## config.mk

```make
export PLATFORM = sky130hd
export DESIGN_NAME = core_ctrl
export DESIGN_NICKNAME = d
export VERILOG_FILES = /design/src/rtl/core_ctrl.sv
export SDC_FILE = /design/constraint.sdc
export NUM_CORES = 1
export LEC_CHECK = 0
export ABC_AREA = 1
export CAP_MARGIN = 20
export CORE_ASPECT_RATIO = 0.8
export CORE_MARGIN = 2
export CORE_UTILIZATION = 44
export CTS_CLUSTER_SIZE = 28
export DETAILED_ROUTE_END_ITERATION = 10
export PLACE_DENSITY = 0.76
export SLEW_MARGIN = 20
export SYNTH_ARGS = -nofsm -noshare
export SYNTH_HDL_FRONTEND = slang
export SYNTH_SLANG_ARGS = --single-unit
```

## constraint.sdc

```tcl
create_clock -name clock -period 2.3 [get_ports clock]
set_input_delay 0.46 -clock clock [delete_from_list [all_inputs] [get_ports clock]]
set_output_delay 0.46 -clock clock [all_outputs]
set_load 0.01 [all_outputs]
```

## src/rtl/core_ctrl.sv

```systemverilog
// core_ctrl -- multi-cycle sequencer for the RV32I core.
//
// Steps each instruction through FETCH, DECODE, EXEC, MEM and WB. It owns the
// program counter, the instruction register and the registered ALU result.
// It handshakes with the instruction and data memory ports and stops the core
// on illegal instructions or on misaligned control-flow targets.
//
// Ports:
//   clock, reset        core clock; synchronous active-high reset
//   imem_req/addr       fetch request and address (address is always pc)
//   imem_ack/rdata      fetch completion and instruction word
//   instr               instruction register, feeds decoder and regfile reads
//   jal, jalr, branch,
//   mem_read, mem_write,
//   reg_write, illegal  decoder flags for instr
//   imm                 decoded immediate
//   alu_result          combinational ALU output
//   alu_q               registered ALU result (data address / ALU writeback)
//   dmem_req/we/ack     data access handshake (we: 1 = store, 0 = load)
//   rf_we               register-file write enable, one-cycle pulse in WB
//   wb_sel              writeback source: 0 = alu_q, 1 = load data, 2 = pc+4
//   pc                  current program counter
//   instret             retired-instruction counter (wraps)
//   halted              sticky stop indication, cleared only by reset

module core_ctrl #(
  parameter logic [31:0] RESET_PC = 32'h0000_0000
) (
  input  logic        clock,
  input  logic        reset,

  output logic        imem_req,
  output logic [31:0] imem_addr,
  input  logic        imem_ack,
  input  logic [31:0] imem_rdata,

  output logic [31:0] instr,
  input  logic        jal,
  input  logic        jalr,
  input  logic        branch,
  input  logic        mem_read,
  input  logic        mem_write,
  input  logic        reg_write,
  input  logic        illegal,
  input  logic [31:0] imm,

  input  logic [31:0] alu_result,
  output logic [31:0] alu_q,

  output logic        dmem_req,
  output logic        dmem_we,
  input  logic        dmem_ack,

  output logic        rf_we,
  output logic [1:0]  wb_sel,

  output logic [31:0] pc,
  output logic [31:0] instret,
  output logic        halted
);

  localparam logic [2:0] S_FETCH  = 3'd0;
  localparam logic [2:0] S_DECODE = 3'd1;
  localparam logic [2:0] S_EXEC   = 3'd2;
  localparam logic [2:0] S_MEM    = 3'd3;
  localparam logic [2:0] S_WB     = 3'd4;
  localparam logic [2:0] S_HALT   = 3'd5;

  logic [2:0]  state;
  logic [2:0]  state_nxt;
  logic        reset_hold;
  logic [31:0] next_pc_q;
  logic [31:0] next_pc_c;
  logic [31:0] pc_plus4;
  logic [31:0] pc_plus_imm;
  logic        fetch_done;
  logic        mem_done;
  logic        target_misaligned;

  // 32-bit adds; any carry out is dropped so the PC wraps at the top of memory.
  assign pc_plus4    = pc + 32'd4;
  assign pc_plus_imm = pc + imm;

  // Control-flow target for the instruction in EXEC. jalr clears bit 0 of the
  // ALU sum; a branch is taken when the ALU comparison bit is set.
  always_comb begin
    next_pc_c = pc_plus4;
    if (jal) begin
      next_pc_c = pc_plus_imm;
    end else if (jalr) begin
      next_pc_c = {alu_result[31:1], 1'b0};
    end else if (branch && alu_result[0]) begin
      next_pc_c = pc_plus_imm;
    end
  end

  assign target_misaligned = (next_pc_c[1:0] != 2'b00);

  // A handshake completes only while the matching request is high, so stray
  // acks (including ones arriving while reset is being held) are ignored.
  assign fetch_done = imem_req & imem_ack;
  assign mem_done   = dmem_req & dmem_ack;

  always_comb begin
    state_nxt = state;
    case (state)
      S_FETCH: begin
        if (fetch_done) begin
          state_nxt = S_DECODE;
        end
      end
      S_DECODE: begin
        state_nxt = illegal ? S_HALT : S_EXEC;
      end
      S_EXEC: begin
        if (target_misaligned) begin
          state_nxt = S_HALT;
        end else if (mem_read || mem_write) begin
          state_nxt = S_MEM;
        end else begin
          state_nxt = S_WB;
        end
      end
      S_MEM: begin
        if (mem_done) begin
          state_nxt = S_WB;
        end
      end
      S_WB: begin
        state_nxt = S_FETCH;
      end
      S_HALT: begin
        state_nxt = S_HALT;
      end
      default: begin
        state_nxt = S_HALT;
      end
    endcase
  end

  always_ff @(posedge clock) begin
    if (reset) begin
      state <= S_FETCH;
    end else begin
      state <= state_nxt;
    end
  end

  // Remembers that reset was high at the last edge. The state register already
  // sits in FETCH during reset, so this keeps the fetch request low until the
  // first cycle after reset has been released.
  always_ff @(posedge clock) begin
    reset_hold <= reset;
  end

  // Architectural registers. pc and instret only move in WB, so a halt taken
  // from DECODE or EXEC leaves them exactly as they were.
  always_ff @(posedge clock) begin
    if (reset) begin
      pc        <= RESET_PC;
      instr     <= 32'h0;
      alu_q     <= 32'h0;
      instret   <= 32'h0;
      next_pc_q <= RESET_PC;
    end else begin
      case (state)
        S_FETCH: begin
          if (fetch_done) begin
            instr <= imem_rdata;
          end
        end
        S_EXEC: begin
          alu_q     <= alu_result;
          next_pc_q <= next_pc_c;
        end
        S_WB: begin
          pc      <= next_pc_q;
          instret <= instret + 32'd1;
        end
        default: begin
        end
      endcase
    end
  end

  assign imem_req  = (state == S_FETCH) && !reset_hold;
  assign imem_addr = pc;
  assign dmem_req  = (state == S_MEM);
  assign dmem_we   = (state == S_MEM) && mem_write;
  assign halted    = (state == S_HALT);

  // Writes to x0 are suppressed here so the register file never sees them.
  assign rf_we = (state == S_WB) && reg_write && (instr[11:7] != 5'd0);

  always_comb begin
    wb_sel = 2'd0;
    if (!reset_hold) begin
      if (jal || jalr) begin
        wb_sel = 2'd2;
      end else if (mem_read) begin
        wb_sel = 2'd1;
      end
    end
  end

endmodule

```

Yosys cells after proc, flatten, opt, wreduce, memory -nomap -nowiden
Index checks and enable logic that the tools add are counted.
{"block": "classes", "bitwise_logic": 2, "eq_ne": 7, "n_addsub": 3, "n_reduce_logical": 13, "n_mux": 12}
{"cell": "two-way mux 32 bit", "n": 3}
{"cell": "adder 32 x 1 -> 32 bit, second input constant", "n": 1}
{"cell": "adder 32 x 3 -> 32 bit, second input constant", "n": 1}
{"cell": "adder 32 bit", "n": 1}
{"cell": "two-way mux 3 bit", "n": 5}
{"cell": "case mux 3 bit (5 select lines)", "n": 1}
{"cell": "equality test 3 x 2 -> 1 bit, second input constant", "n": 2}
{"cell": "equality test 3 bit, second input constant", "n": 2}
{"cell": "logical AND 1 bit", "n": 5}
{"cell": "nonzero test 5 bit", "n": 1}
{"cell": "two-way mux 2 bit", "n": 2}
{"cell": "AND reduction 2 bit", "n": 2}
{"cell": "equality test 3 x 1 -> 1 bit, second input constant", "n": 1}
{"cell": "zero test 3 bit", "n": 1}
{"cell": "AND 1 bit", "n": 2}
{"cell": "logical OR 1 bit", "n": 2}
{"cell": "inequality test 2 x 1 -> 1 bit, second input constant", "n": 1}
{"cell": "inequality test 2 bit, second input constant", "n": 1}
{"cell": "nonzero test 2 bit", "n": 1}
{"cell": "zero test 1 bit", "n": 1}
{"cell": "two-way mux 1 bit", "n": 1}
{"block": "totals", "elab_cells": 44, "output_inout_bits": 167, "inputBits": 107, "reg_bits": 164}

Logic depth before layout (Yosys ltp)
Gate-level depths: netlist of run 1.
{"block": "logic_depth", "ltp_word": 7, "ltp_mapped": 16, "mapped_depth_nobuf": 16}

Worst setup path after synthesis of run 1
Ideal clock, no wire load.
{"block": "synth_timing", "path_type": "in2reg", "startpoint": "in imm[0]", "endpoint": "reg next_pc_q[18]", "slack_ps": 134, "t_arrival_ps": 2095, "required_time_ps": 2230, "stages": 12, "n_path_buf": 0, "setup_ps": 70, "path_cell_list": "ha_1 -> fa_1 -> nand2_1 -> nand3_1 -> nand3_1 -> nand2_1 -> a21oi_1 -> o21bai_1 -> or2_2 -> nand3_1 -> nand2_1 -> a21oi_1"}
{"block": "synth_via", "elab_chain_len": 4}
{"element": "start, declared", "line": "45", "source": "input logic [31:0] imm,"}
{"element": "adder 32 bit (*)", "line": "82", "source": "assign pc_plus_imm = pc + imm;"}
{"element": "two-way mux 32 bit", "line": "92", "source": "end else if (branch && alu_result[0]) begin"}
{"element": "two-way mux 32 bit", "line": "90", "source": "end else if (jalr) begin"}
{"element": "two-way mux 32 bit (*)", "line": "88", "source": "if (jal) begin"}
{"element": "end signal, assigned", "line": "174", "source": "next_pc_q <= next_pc_c;"}
{"element": "end, declared", "line": "72", "source": "logic [31:0] next_pc_q;"}
Mark *: on every way between the ends. The rest lies on a longest branch, timed or not.
A chain may end at the register's enable or synchronous reset.

Worst setup path in the final report of run 1
{"block": "layout_timing", "startpoint": "in jalr", "endpoint": "out wb_sel[1]"}
{"block": "layout_via", "elab_chain_len": 3}
{"element": "start, declared", "line": "39", "source": "input logic jalr,"}
{"element": "logical OR 1 bit", "line": "198", "source": "if (jal || jalr) begin"}
{"element": "two-way mux 2 bit", "line": "198"}
{"element": "two-way mux 2 bit", "line": "197", "source": "if (!reset_hold) begin"}
{"element": "end, declared", "line": "55", "source": "output logic [1:0] wb_sel,"}
Every way passes these cells.

==> results.yml, run 1 <==
outcome:
  status: "complete, no violations"
job:
  maxCapViolCount: 0
route:
  drtIter0Drc: 1065
  vias_per_cell: 5.29
  wl_per_cell_um: 17.4
  wl_mm: 41.6
  firstDrtPassIters: 5
  via_count: 12622
  ant_nets: 0
  remaining_drc_errors: 0
finish:
  nNetsFinal: 2199
  seq_area_um2: 3290
  multi_input_area_um2: 6250
  fin_util_pct: 65.0
  nFillCells: 2219
  drive_gt1_share_pct: 13.3
  post-route-cell-area_um2: 15200
  syn2layout_area_growth_pct: 44.5
clocking:
  htree_num_levels: 4
  clockBufferDepth: 2
  cts_root_buffer: "clkbuf_16"
  clkTransAtPathRegs_ps: 70
  clk_latency_ps: 440
  cts_buffers: 17
  cts_sinks: 164
  cts_tree: "yes"
  holdBufCountCts: 0
yosys:
  synth_area_per_cell_um2: 6.14
  ys_warn_count: 0
  yosysTopAreaCell: "dfxtp_1"
  synth_ff_type: "dfxtp_1"
  synthMostInstantiatedCell: "nand2_1"
  synth_sequential_area_ratio_pct: 31.1
  ys_ff_latch: 164
  synth_area_leaders: "dfxtp_1, nand2_1, inv_1, a21oi_1, nor2_1"
  synthArstFlopShare_pct: 0
  synth_top_area_share_pct: 31.1
  synth_cells: 1718
  syn_nets: 1859
  syn-cell-area_um2: 10500
  synth_cell_types: 47
  synthTopCellsByCount: "nand2_1, inv_1, nor2_1"
  synth_edf_count: 0
sta:
  fin_crit_ps: 2270
  rsz0062_at_grt: "true"
  clock_skew_ps: 16.0
  maxSlewHeadroom_pct: 34.7
  post-route-period-util_pct: 98.6
  drv_slew: 0
  tightest_slew_ps: 980
  setup_viol: 0
  finalHoldViolCount: 0
  fmax_mhz: 441
floorplan:
  die-width_um: 177
  core_um2: 23500
  io_pins: 274
  die_h_um: 142
  die_area_um2: 25200
  start_util_pct: 45.0
  fp-row-count: 50
min_path:
  hold_path_class: "reg -> reg"
power_and_ir_drop:
  p_leak_uw: 0.00677
  p_per_area_nw_per_um2: 520
  power_uw: 7930
  p_int_uw: 5350
  pwr-share-seq_pct: 39.0
  p_sw_uw: 2580
  netSwitchingFraction_pct: 32.5
  ir_drop_mv: 0.411
  clkPwrFrac_pct: 37.2
  power.share.combinational_pct: 23.9
critical_path:
  cp_max_fo: 2
  cp-start-kind: "input pin"
  max_stage_delay_ps: 550
  arrival_ps: 1810
  cpMostUsedCell: "clkdlybuf4s50_1"
  slowest_stage: "clkdlybuf4s50_1"
  crit_buf_inv: 3
  criticalPathCategory: "in -> out"
  cpLargestDelayFamily: "buffers and inverters"
  crit_chain: "clkdlybuf4s50_1, nor2_2, buf_4, nor2_1, clkdlybuf4s50_1"
  worstPathRequired_ps: 1840
  worstSetupEndpointType: "output port"
placement:
  place_area_um2: 14300
  place_congestion: 0.986
  dp_hpwl_mm: 31.6
  portBuffers: 273
grt:
  grt_pass1_wl_mm: 63.3
  antenna_found_initial: 0
  track_usage_pct: 32.4
  grt_max_degree: 80
  gr-total-overflow: 0
  grt_pass1_vias: 11721
[area by class of cell]
type | instances | share of cell area [%]
diodes | 1 | 0.0164
clock buffers | 18 | 2.88
clock inverters | 14 | 1.03
inverters | 228 | 5.61
multi-input cells | 1232 | 41.0
flip-flops and latches | 164 | 21.6
well taps | 312 | 2.56
repair buffers | 415 | 25.3
[metrics by stage]
stage,setup TNS (ps),hold slack [ps],cells,setup WS [ps]
after floorplan,0,442,1718,134
after global placement,-9330,450,2348,-443
after detailed placement,-10190,452,2348,-457
after CTS,0,464,2381,1.50
after global routing,-86.2,489,2383,-24.2
final,0,465,2384,32.5
[path summary, 6_finish.rpt]
check / startpoint / end / slack [ps] / depth (start not counted)
setup / recovery: jalr / wb_sel[1] / 30 / 5
hold / removal: next_pc_q[31] / next_pc_q[31] / 470 / 2
setup reg to reg: imem_addr[17] / next_pc_q[31] / 60 / 14
hold reg to reg: next_pc_q[31] / next_pc_q[31] / 470 / 2
[worst min-delay path: cells and delay by family (launching register included)]
kind,cells,cell delay [ps]
AOI/OAI and AO/OA,1,50
DFF,1,310
and+or+nand+nor,1,60
[flip-flops by register name (all words and copies together) (netlist names)]
register / flops
next_pc_q: 32
instr: 32
alu_q: 32
reset_hold: 1
imem_addr: 32
state: 3
instret: 32
[power groups by stage]
stage	logic (uW)	clock network, uW	registers, uW
floorplan	839	0	3200
CTS	1820	2970	3090
detailed placement	1810	0	3150
finish	1890	2950	3090
global placement	1800	0	3150
global route	2060	3080	3110
[placed cells by master (no fill, tap or decap), types with 17 or more instances in the layout]
cell,count
buf_4,137
xor2_1,26
dfxtp_1,159
inv_1,222
clkbuf_16,17
nor3_1,35
nand2_1,476
ha_1,17
nand2_2,21
clkdlybuf4s50_1,267
o21ai_0,111
a21oi_1,156
nand3_1,91
nor2_1,166
[kinds of logic after synthesis]
family                     share of synthesized area [%]
AOI/OAI and AO/OA                                   15.2
buffers and inverters                               12.6
and+or+nand+nor                                     34.4
xor gates and xnor gates                            2.49
DFF                                                 31.1
adders and majority gates                           4.10
[layer usage]
layer | up-vias | track usage, % | wire length [um]
li1 | 6146 | - | -
met2 | 592 | 50.0 | 17900
met4 | 0 | 16.8 | 2050
met1 | 5760 | 42.3 | 17700
met5 | - | 0 | 0
met3 | 124 | 7.08 | 3880
[repair_timing]
item,4_1_cts,5_1_grt
buffers inserted,1,2
setup endpoints to repair,5,25
hold endpoints to repair,0,0
cloned,0,0
resized for setup,7,77
pin swaps,1,7
(Power assumes the default switching activity.)
==> inputs of run 2 (changes only) <==
--- a/config.mk
+++ b/config.mk
@@ -12,6 +12,7 @@
 export CORE_UTILIZATION = 44
 export CTS_CLUSTER_SIZE = 28
 export DETAILED_ROUTE_END_ITERATION = 10
+export MAX_ROUTING_LAYER = met4
 export PLACE_DENSITY = 0.76
 export SLEW_MARGIN = 20
 export SYNTH_ARGS = -nofsm -noshare
==> run 2 against run 1 <==
  * Sequential power is essentially flat
  * Core utilization shrank 0.17 points
  * Combinational power is essentially flat
  * Final cell count is essentially flat
  * Hold slack lost 0.85 ps
  * Setup slack gained 25 ps
  * Non-clock buffer count grew 2
  * Die area is the same
==> results.yml, run 2 (synthesized netlist as in run 1, its figures left out) <==
route:
  wl_met2_mm: 18.7
  drtIter0Drc: 1028
  ant_nets: 0
  route.met3.wl_mm: 3.30
  vias_per_cell: 5.21
  via_count: 12434
  wl_mm: 42.5
  remaining_drc_errors: 0
  wl_per_cell_um: 17.8
  top_layer: "met4"
  wl_met1_mm: 19.0
  firstDrtPassIters: 5
min_path:
  hp-start: "next_pc_q[21]"
  hold_path_class: "reg -> reg"
grt:
  track_usage_pct: 34.4
  grt_pass1_vias: 11624
  grt_max_degree: 80
  gr-total-overflow: 0
  grt_pass1_wl_mm: 64.7
  antenna_found_initial: 0
finish:
  nNetsFinal: 2201
  syn2layout_area_growth_pct: 44.2
  drive_gt1_share_pct: 13.0
  post-route-cell-area_um2: 15200
  final_cell_mix: "nand2_1, clkdlybuf4s50_1, inv_1"
  layout_commonest_cell: "nand2_1"
  insertedDiodeCount: 0
sta:
  clock_skew_ps: 11.9
  fin_ws_ps: 57.2
  maxSlewHeadroom_pct: 34.9
  setup_tns_ps: 0
  fmax_mhz: 446
  whs_ps: 464
  drv_slew: 0
  fin_crit_ps: 2240
  tightest_slew_ps: 976
  post-route-period-util_pct: 97.5
  setup_viol: 0
  rsz0062_at_grt: "true"
  finalHoldViolCount: 0
floorplan:
  core_um2: 23500
  die_area_um2: 25200
  start_util_pct: 45.0
  die_h_um: 142
  die-width_um: 177
  fp-row-count: 50
  io_pins: 274
critical_path:
  reg2reg_from: "imem_addr[10]"
  max_stage_delay_ps: 610
  cpLargestDelayFamily: "buffers and inverters"
  cp-start-kind: "flip-flop"
  arrival_ps: 1780
  crit_buf_inv: 2
  crit_start: "state[2]"
  slowest_stage: "clkdlybuf4s50_1"
  criticalPathCategory: "reg -> out"
  cp_max_fo: 4
  worstPathRequired_ps: 1840
  worstSetupEndpointType: "output port"
  crit_chain: "inv_2, nor3_1, clkdlybuf4s50_1"
clocking:
  clkTransAtPathRegs_ps: 70
  cts_tree: "yes"
  cts_root_buffer: "clkbuf_16"
  cts_buffers: 17
  holdBufCountCts: 0
  htree_num_levels: 4
  clk_latency_ps: 440
  cts_setup_buffers: 0
  cts_sinks: 164
  clockBufferDepth: 2
placement:
  portBuffers: 273
  pre_cts_ws_ps: -488
  place_congestion: 1.02
  dp_hpwl_mm: 32.4
  place_area_um2: 14400
power_and_ir_drop:
  power_uw: 8060
  p_per_area_nw_per_um2: 530
  p_leak_uw: 0.00679
  ir_drop_mv: 0.529
outcome:
  status: "complete, no violations"
job:
  maxCapViolCount: 0
run 2: worst register-to-register path: cells and delay by family (launching register included):
family,cells,cell delay [ps]
and+or+nand+nor,9,970
DFF,1,380
buffers and inverters,2,340
xor gates and xnor gates,1,280
AOI/OAI and AO/OA,1,110
run 2: timing repair:
action / in CTS / in global routing
gates resized for setup: 9 / 66
endpoints found under the setup margin: 8 / 24
cloned: 0 / 0
pin swaps: 0 / 4
run 2: final timing paths:
path              depth (start not counted)            end  slack, ps
setup / recovery                          3         halted         60
hold reg to reg                           2  next_pc_q[21]        460
hold / removal                            2  next_pc_q[21]        460
setup reg to reg                         13  next_pc_q[25]        140
run 2: cell type report:
cell class / instances / area, um2
multi-input cells: 1232 / 6170
repair buffers: 417 / 3880
flip-flops and latches: 164 / 3300
well taps: 312 / 390
clock inverters: 13 / 159
clock buffers: 19 / 453
fillers: 2212 / 8250
inverters: 228 / 856
run 2: layer usage:
metal  vias to the layer above  global-route usage, %
met1                      5697                   44.9
met3                        81                   6.86
met5                         -                      -
met2                       507                   51.9
li1                       6149                      -
met4                         0                   14.1
run 2: stage by stage:
| stage | util, % | std cells |
|---|---|---|
| after floorplan | - | 1718 |
| after global placement | 61.2 | 2353 |
| after detailed placement | 61.2 | 2353 |
| after CTS | 63.8 | 2385 |
| after global routing | 64.8 | 2385 |
| final | 64.8 | 2385 |
run 2: power by group:
part | leakage, uW | switching (uW) | internal (uW) | total (uW)
registers | 0.00133 | 106 | 2990 | 3090
logic | 0.00517 | 1020 | 882 | 1900
clock network | 0.000296 | 1360 | 1700 | 3060
